===== src/rtl/dac_spi_tx_if.sv =====
// Upstream handshake and SPI pin bundle for the DAC serial transmitter.
// The transmitter uses the slave modport; the word source uses the master modport.
interface dac_spi_tx_if #(
   parameter int unsigned WORD_W = 24
);
   logic [WORD_W-1:0] word;
   logic              valid;
   logic              ready;
   logic              done;
   logic              spi_cs_n;
   logic              spi_sck;
   logic              spi_mosi;

   modport master (
      output word,
      output valid,
      input  ready,
      input  done,
      input  spi_cs_n,
      input  spi_sck,
      input  spi_mosi
   );

   modport slave (
      input  word,
      input  valid,
      output ready,
      output done,
      output spi_cs_n,
      output spi_sck,
      output spi_mosi
   );
endinterface


===== src/rtl/dac_spi_tx.sv =====
// Serial transmitter for the 24-bit DAC command word: MSB first, CPOL=0, one frame per accept.
// Each frame has a CS setup, 24 SCK periods, a CS hold, and a minimum CS-high gap.
module dac_spi_tx #(
   parameter int unsigned CLK_DIV = 2,
   parameter int unsigned WORD_W  = 24
) (
   input  logic             clk,
   input  logic             rst,
   dac_spi_tx_if.slave      bus
);
   localparam int unsigned BIT_W = $clog2(WORD_W);
   localparam logic [7:0]       DIV_LAST = 8'(CLK_DIV - 1);
   localparam logic [BIT_W-1:0] BIT_LAST = BIT_W'(WORD_W - 1);

   typedef enum logic [1:0] {
      ST_IDLE  = 2'd0,
      ST_SHIFT = 2'd1,
      ST_HOLD  = 2'd2,
      ST_GAP   = 2'd3
   } state_t;

   state_t            state_q, state_d;
   logic [WORD_W-1:0] shreg_q, shreg_d;
   logic [BIT_W-1:0]  bit_cnt_q, bit_cnt_d;
   logic [7:0]        div_cnt_q, div_cnt_d;
   logic              cs_n_q, cs_n_d;
   logic              sck_q, sck_d;
   logic              mosi_q, mosi_d;
   logic              ready_q, ready_d;
   logic              done_q, done_d;
   logic              div_tc_s;

   assign div_tc_s = (div_cnt_q == DIV_LAST);

   // Next-state and registered-output computation for the frame sequencer.
   always_comb begin
      state_d   = state_q;
      shreg_d   = shreg_q;
      bit_cnt_d = bit_cnt_q;
      div_cnt_d = div_cnt_q;
      cs_n_d    = cs_n_q;
      sck_d     = sck_q;
      mosi_d    = mosi_q;
      ready_d   = ready_q;
      done_d    = 1'b0;

      case (state_q)
         ST_IDLE: begin
            cs_n_d  = 1'b1;
            sck_d   = 1'b0;
            ready_d = 1'b1;
            if (bus.valid && ready_q) begin
               shreg_d   = bus.word;
               cs_n_d    = 1'b0;
               mosi_d    = bus.word[WORD_W-1];
               ready_d   = 1'b0;
               bit_cnt_d = '0;
               div_cnt_d = 8'd0;
               state_d   = ST_SHIFT;
            end else begin
               state_d   = ST_IDLE;
            end
         end

         ST_SHIFT: begin
            if (div_tc_s) begin
               div_cnt_d = 8'd0;
               sck_d     = ~sck_q;
               // Data only moves on the falling edge so the DAC sees it stable at the rise.
               if (sck_q) begin
                  if (bit_cnt_q == BIT_LAST) begin
                     state_d = ST_HOLD;
                  end else begin
                     shreg_d   = {shreg_q[WORD_W-2:0], 1'b0};
                     mosi_d    = shreg_q[WORD_W-2];
                     bit_cnt_d = bit_cnt_q + BIT_W'(1);
                  end
               end else begin
                  mosi_d = mosi_q;
               end
            end else begin
               div_cnt_d = div_cnt_q + 8'd1;
            end
         end

         ST_HOLD: begin
            if (div_tc_s) begin
               div_cnt_d = 8'd0;
               cs_n_d    = 1'b1;
               done_d    = 1'b1;
               mosi_d    = 1'b0;
               state_d   = ST_GAP;
            end else begin
               div_cnt_d = div_cnt_q + 8'd1;
            end
         end

         ST_GAP: begin
            if (div_tc_s) begin
               div_cnt_d = 8'd0;
               ready_d   = 1'b1;
               state_d   = ST_IDLE;
            end else begin
               div_cnt_d = div_cnt_q + 8'd1;
            end
         end

         default: begin
            state_d   = ST_IDLE;
            cs_n_d    = 1'b1;
            sck_d     = 1'b0;
            mosi_d    = 1'b0;
            ready_d   = 1'b1;
            bit_cnt_d = '0;
            div_cnt_d = 8'd0;
         end
      endcase
   end

   // State and output registers; reset aborts any frame with CS released.
   always_ff @(posedge clk or posedge rst) begin
      if (rst) begin
         state_q   <= ST_IDLE;
         shreg_q   <= '0;
         bit_cnt_q <= '0;
         div_cnt_q <= 8'd0;
         cs_n_q    <= 1'b1;
         sck_q     <= 1'b0;
         mosi_q    <= 1'b0;
         ready_q   <= 1'b1;
         done_q    <= 1'b0;
      end else begin
         state_q   <= state_d;
         shreg_q   <= shreg_d;
         bit_cnt_q <= bit_cnt_d;
         div_cnt_q <= div_cnt_d;
         cs_n_q    <= cs_n_d;
         sck_q     <= sck_d;
         mosi_q    <= mosi_d;
         ready_q   <= ready_d;
         done_q    <= done_d;
      end
   end

   assign bus.ready    = ready_q;
   assign bus.done     = done_q;
   assign bus.spi_cs_n = cs_n_q;
   assign bus.spi_sck  = sck_q;
   assign bus.spi_mosi = mosi_q;
endmodule


===== src/flat_wrapper.sv =====
// flat-port wrapper written by rule: the top's interface ports become plain ports
module dac_spi_tx_flat 
#(
   parameter int unsigned CLK_DIV = 2,
   parameter int unsigned WORD_W  = 24
)
  (clk, rst, bus_word, bus_valid, bus_ready, bus_done, bus_spi_cs_n, bus_spi_sck, bus_spi_mosi);
  dac_spi_tx_if #(.WORD_W(WORD_W)) bus_i ();
  input  logic clk;
  input  logic rst;
  input wire logic [$bits(bus_i.word)-1:0] bus_word;
  input wire logic [$bits(bus_i.valid)-1:0] bus_valid;
  output wire logic [$bits(bus_i.ready)-1:0] bus_ready;
  output wire logic [$bits(bus_i.done)-1:0] bus_done;
  output wire logic [$bits(bus_i.spi_cs_n)-1:0] bus_spi_cs_n;
  output wire logic [$bits(bus_i.spi_sck)-1:0] bus_spi_sck;
  output wire logic [$bits(bus_i.spi_mosi)-1:0] bus_spi_mosi;
  assign bus_i.word = bus_word;
  assign bus_i.valid = bus_valid;
  assign bus_ready = bus_i.ready;
  assign bus_done = bus_i.done;
  assign bus_spi_cs_n = bus_i.spi_cs_n;
  assign bus_spi_sck = bus_i.spi_sck;
  assign bus_spi_mosi = bus_i.spi_mosi;
  dac_spi_tx #(.CLK_DIV(CLK_DIV), .WORD_W(WORD_W)) u_core (.clk(clk), .rst(rst), .bus(bus_i));
endmodule

===== config.mk =====
export PLATFORM = sky130hd
export DESIGN_NAME = dac_spi_tx_flat
export DESIGN_NICKNAME = d
export VERILOG_FILES = /design/src/rtl/dac_spi_tx_if.sv /design/src/rtl/dac_spi_tx.sv /design/src/flat_wrapper.sv
export SDC_FILE = /design/constraint.sdc
export NUM_CORES = 1
export LEC_CHECK = 0
export ABC_AREA = 1
export CAP_MARGIN = 10
export CORE_ASPECT_RATIO = 0.75
export CORE_MARGIN = 5
export CORE_UTILIZATION = 35
export CTS_CLUSTER_SIZE = 24
export DETAILED_ROUTE_END_ITERATION = 12
export GPL_TIMING_DRIVEN = 0
export PLACE_DENSITY = 0.63
export SYNTH_ARGS = -nofsm -noshare
export SYNTH_HDL_FRONTEND = slang
export SYNTH_SLANG_ARGS = --single-unit
export TNS_END_PERCENT = 20

===== constraint.sdc =====
create_clock -name clk -period 2.2 [get_ports clk]
set_input_delay 0.55 -clock clk [delete_from_list [all_inputs] [get_ports clk]]
set_output_delay 0.55 -clock clk [all_outputs]
set_load 0.01 [all_outputs]

* Word-level counts from Yosys, hierarchy flattened
Index checks and enable logic that the tools add are counted.
** Storage, ports and cells
- Register bits :: 43
- Output and inout port bits :: 5
- Input bits :: 27
** Operators by class
- $add $sub $neg :: 2
- Bitwise gates (word level) :: 1
- Reductions and logical operators :: 13
- Eq/ne operators :: 12
- Mux-type cells :: 34
** Operators with widths (count)
- 23-bit two-way mux :: 4
- 23-bit case mux with 2 select lines :: 1
- 5-bit two-way mux :: 4
- 8-bit two-way mux :: 2
- 8-bit case mux with 2 select lines :: 1
- 2-bit by 1-bit != test with 1-bit output (second input constant) :: 6
- 1-bit two-way mux :: 11
- 2-bit two-way mux :: 5
- 5-bit case mux with 2 select lines :: 1
- 5-bit AND reduction :: 2
- 8-bit by 1-bit adder with 8-bit output (second input constant) :: 1
- 8-bit by 1-bit == test with 1-bit output (second input constant) :: 1
- 2-bit case mux with 4 select lines :: 1
- 1-bit case mux with 2 select lines :: 3
- 2-bit AND reduction :: 3
- 6-bit AND reduction :: 1
- 2-bit nonzero test :: 3
- 5-bit by 1-bit adder with 5-bit output (second input constant) :: 1
- 5-bit == test (second input constant) :: 1
- 2-bit == test (second input constant) :: 2
- 1-bit case mux with 3 select lines :: 1
- 3-bit nonzero test :: 1
- 3-bit OR reduction :: 1
- 2-bit by 1-bit == test with 1-bit output (second input constant) :: 1
- other kinds (4) :: 4

* Depth between registers and ports, before layout
- Depth in word-level cells :: 5
- Mapped depth :: 11

* Worst setup path after synthesis
OpenSTA, ideal clock, no wires.
- Path type :: flip-flop to flip-flop
- From :: register u_core.state_q[0]
- To :: register u_core.bit_cnt_q[0]
- Period minus slack after synthesis :: 1624 ps
- Library setup time :: 117 ps
- Buffers on the path :: 1
- Stages on the path, launching flop included :: 12
- Arrival :: 1506 ps
- Path slack :: 576 ps
- Path through :: dfrtp_1 inv_1 ha_1 inv_2 a21oi_4 inv_4 nand2_2 a21oi_4 nand2_4 buf_6 nand2_1 o21ai_2
** On the way
- Cells in the longest elaborated chain, start to end :: 3
** RTL lines
- start: declaration :: RTL line dac_spi_tx.sv:22 : state_t state_q, state_d;
- start signal: assignment :: RTL line dac_spi_tx.sv:133 : state_q <= state_d;
- 2-bit by 1-bit == test with 1-bit output / 2-bit zero test (equally long branches) :: RTL line dac_spi_tx.sv:47 : case (state_q)
- 2-bit != test (no line) (tied with other cells)
- 5-bit AND reduction (no line)
- end signal: assignment :: RTL line dac_spi_tx.sv:135 : bit_cnt_q <= bit_cnt_d;
- end: declaration :: RTL line dac_spi_tx.sv:24 : logic [BIT_W-1:0] bit_cnt_q, bit_cnt_d;
Parallel ways exist; a longest one is shown, timed or not.
A chain may end at the register's enable or synchronous reset.

* Final worst setup path
- From :: register u_core.ready_q, in the netlist u_core.bus.ready
- To :: output bus_ready
** RTL lines
- start: declaration :: RTL line dac_spi_tx.sv:29 : logic ready_q, ready_d;
- start signal: assignment :: RTL line dac_spi_tx.sv:140 : ready_q <= ready_d;
- end: declaration :: RTL line flat_wrapper.sv:13 : output wire logic [$bits(bus_i.ready)-1:0] bus_ready;
No word-level cell between the ends.

==> metrics.cfg <==
[detailed_routing]
wl_per_cell_um = 11.9
via_count = 2103
drc_errors = 0
drtAntennaViolNets = 0
drt_iter0_markers = 119
viasPerCell = 4.69
detail_route.wirelength_mm = 5.32
dr.pass1.iters = 4

[floorplanning]
core_sq_mm = 0.00673
fp.dieW_um = 106
rows = 26
ios = 32
dieArea_sq_mm = 0.00864
initial_core_util_pct = 35.7
die_h_um = 81.8

[cells_and_area]
drive_gt1_share_pct = 11.3
fin_area_sq_mm = 0.00296
nFillCells = 673
finalNetCount = 397
antennaDiodeCount = 0
area_growth_pct = 23.0
final_cell_mix = nand2_1, dfrtp_1, nand3_1, clkdlybuf4s50_1, nor2_1
final_common_cell = nand2_1

[clock_tree]
clkSlewWorstSetupHoldPaths_ns = 0.08
cts_resized = 0
htreeDepth = 2
cts_setup_buffers = 0
numCtsBuffers = 5
clock_path_buffers = 2
cts_root_buffer = clkbuf_8
cts_tree = done
hold_buffers = 0
clock-sinks = 43
clock_latency_ns = 0.29

[power_and_ir_drop]
ir_drop_mv = 0.223
p_leak_nw = 1.56
power_density_mw_per_mm2 = 506
seq_power_share_pct = 52.8
combPwrFrac_pct = 4.5
power.switching_uw = 294
internal_power_mw = 1.20
swShare_pct = 19.7
pwr-share-clk_pct = 42.7

[setup_path]
critPathSlowestCell = dfstp_2
worstPathCellList = clkdlybuf4s50_1
critPathArrivalTime_ns = 1.41
critPathMaxFanout = 3
start_kind = flop
required_ns = 1.65
end_kind = output port
path_class = flop to output port
worst-path-buf-inv = 1
critical_path.top_delay_family = flip-flops
slowest_delay_ns = 0.57

[sta]
setup_viol = 0
layout_min_cycle_time_ns = 1.96
maxSlewHeadroom_pct = 73.2
hold_viol = 0
min_period_over_period_pct = 89.2
timing.fmax_mhz = 509
rsz0062_at_grt = false
tns_ns = 0
slew_viol_final = 0
worst_pin_slew_ns = 0.400
finClkSkew_ns = 0.0115

[place]
dp_hpwl_mm = 3.85
place_congestion = 0.803
dpl_cell_area_sq_mm = 0.00284
numPortBuffers = 31

[grt]
antenna_found_initial = 0
grt_remaining_overflow = 0
grt_usage_pct = 13.3
grt_max_degree = 29
grt_pass1_wl_mm = 9.33
grt_pass1_vias = 2008

[logic_synthesis]
syn_avg_cell_area_sq_um = 7.42
yosys.cell_types.count = 27
yosysSeqAreaShare_pct = 44.9
ys_ff_latch = 43
netlist_area_sq_mm = 0.00240
syn-num-nets = 358
syn_inst = 324
yosysWarnings = 0

[run]
cap_violations = 0

[min_path]
hold_path.class = flop to flop

[run_status]
outcome = finished, final reports clean

-- power by group through the flow --
stage	clock network, mW	logic (mW)	registers, mW
floorplan	0	0.0116	0.805
global placement	0	0.0640	0.805
detailed placement	0	0.0686	0.805
CTS	0.662	0.0690	0.790
global route	0.692	0.0727	0.790
finish	0.638	0.0670	0.790
-- synthesized netlist by cell type, drive strengths merged --
| cell type | n | area, sq um |
|---|---|---|
| nor2 | 16 | 60.1 |
| o21ai | 19 | 118 |
| or2 | 2 | 12.5 |
| xor2 | 2 | 17.5 |
| o221ai | 1 | 8.76 |
| o21bai | 1 | 7.51 |
| nand2 | 151 | 577 |
| inv | 23 | 88.8 |
| dfstp | 2 | 52.6 |
| o31ai | 1 | 7.51 |
| dfrtp | 41 | 1030 |
| ha | 7 | 87.6 |
| nand3 | 33 | 165 |
| clkbuf | 2 | 7.51 |
| o211ai | 1 | 7.51 |
| a21oi | 5 | 47.5 |
| o22ai | 3 | 18.8 |
| nand4 | 4 | 25.0 |
| buf | 10 | 68.8 |
-- path summary, 6_finish.rpt --
check / from / end / slack (ns) / depth (start not counted)
min in group asynchronous: rst / u_core.shreg_q[1]$_DFFE_PP0P_ / 0.53 / 2
min: u_core.shreg_q[8]$_DFFE_PP0P_ / u_core.shreg_q[8]$_DFFE_PP0P_ / 0.47 / 2
min reg2reg: u_core.shreg_q[8]$_DFFE_PP0P_ / u_core.shreg_q[8]$_DFFE_PP0P_ / 0.47 / 2
max reg2reg: u_core.state_q[0]$_DFFE_PP0P_ / u_core.bit_cnt_q[0]$_DFFE_PP0P_ / 0.30 / 11
max: u_core.bus.ready$_DFFE_PP1P_ / bus_ready / 0.24 / 1
max in group asynchronous: rst / u_core.bus.ready$_DFFE_PP1P_ / 1.13 / 3
-- cell families after synthesis --
logic type	share of synthesized area, %
compound gates	8.95
fa+ha+maj	3.64
flops	44.9
buf+inv	6.87
simple gates	34.9
xor+xnor	0.729
-- cell type report --
cell class	count	area [sq um]	area share, %
multi-input combinational	246	1160	39.2
tap	84	105	3.55
clock inverter	2	35.0	1.18
timing repair buffer	32	330	11.2
clock buffer	6	82.6	2.79
sequential	43	1080	36.5
buffer	12	76.3	2.58
inverter	23	88.8	3.00
-- through the flow --
stage	std cells	worst slack [ns]	total power, mW	hold slack (ns)	util (%)
floorplan	324	0.576	0.817	0.442	-
global placement	439	-0.322	0.869	0.454	41.9
detailed placement	440	0.129	0.874	0.458	42.2
CTS	448	0.214	1.52	0.478	43.9
global route	448	0.0917	1.55	0.497	43.9
finish	448	0.237	1.50	0.475	43.9
-- flip-flops by register name, indices dropped and copies added, names as in the netlist --
register / flops
u_core.bit_cnt_q: 5
u_core.bus.done: 1
u_core.bus.ready: 1
u_core.bus.spi_cs_n: 1
u_core.bus.spi_mosi: 1
u_core.bus.spi_sck: 1
u_core.div_cnt_q: 8
u_core.shreg_q: 23
u_core.state_q: 2
-- metal layers --
| metal | track usage (%) | vias up | share of wire [%] | wire [um] |
|---|---|---|---|---|
| met3 | 2.20 | 4 | 2.7 | 144 |
| met2 | 20.4 | 32 | 45 | 2400 |
| met4 | 4.01 | 0 | 0.68 | 36 |
| met1 | 19.4 | 960 | 51 | 2730 |
| met5 | 0 | - | 0 | 0 |
| li1 | - | 1107 | - | - |
-- tightest hold or removal path, stage by stage (launching register included) --
cell and delay, ns:
dfrtp_1 0.35, nand2_1 0.05, nand2_1 0.05
No activity file was read; power rests on OpenSTA's default activity.
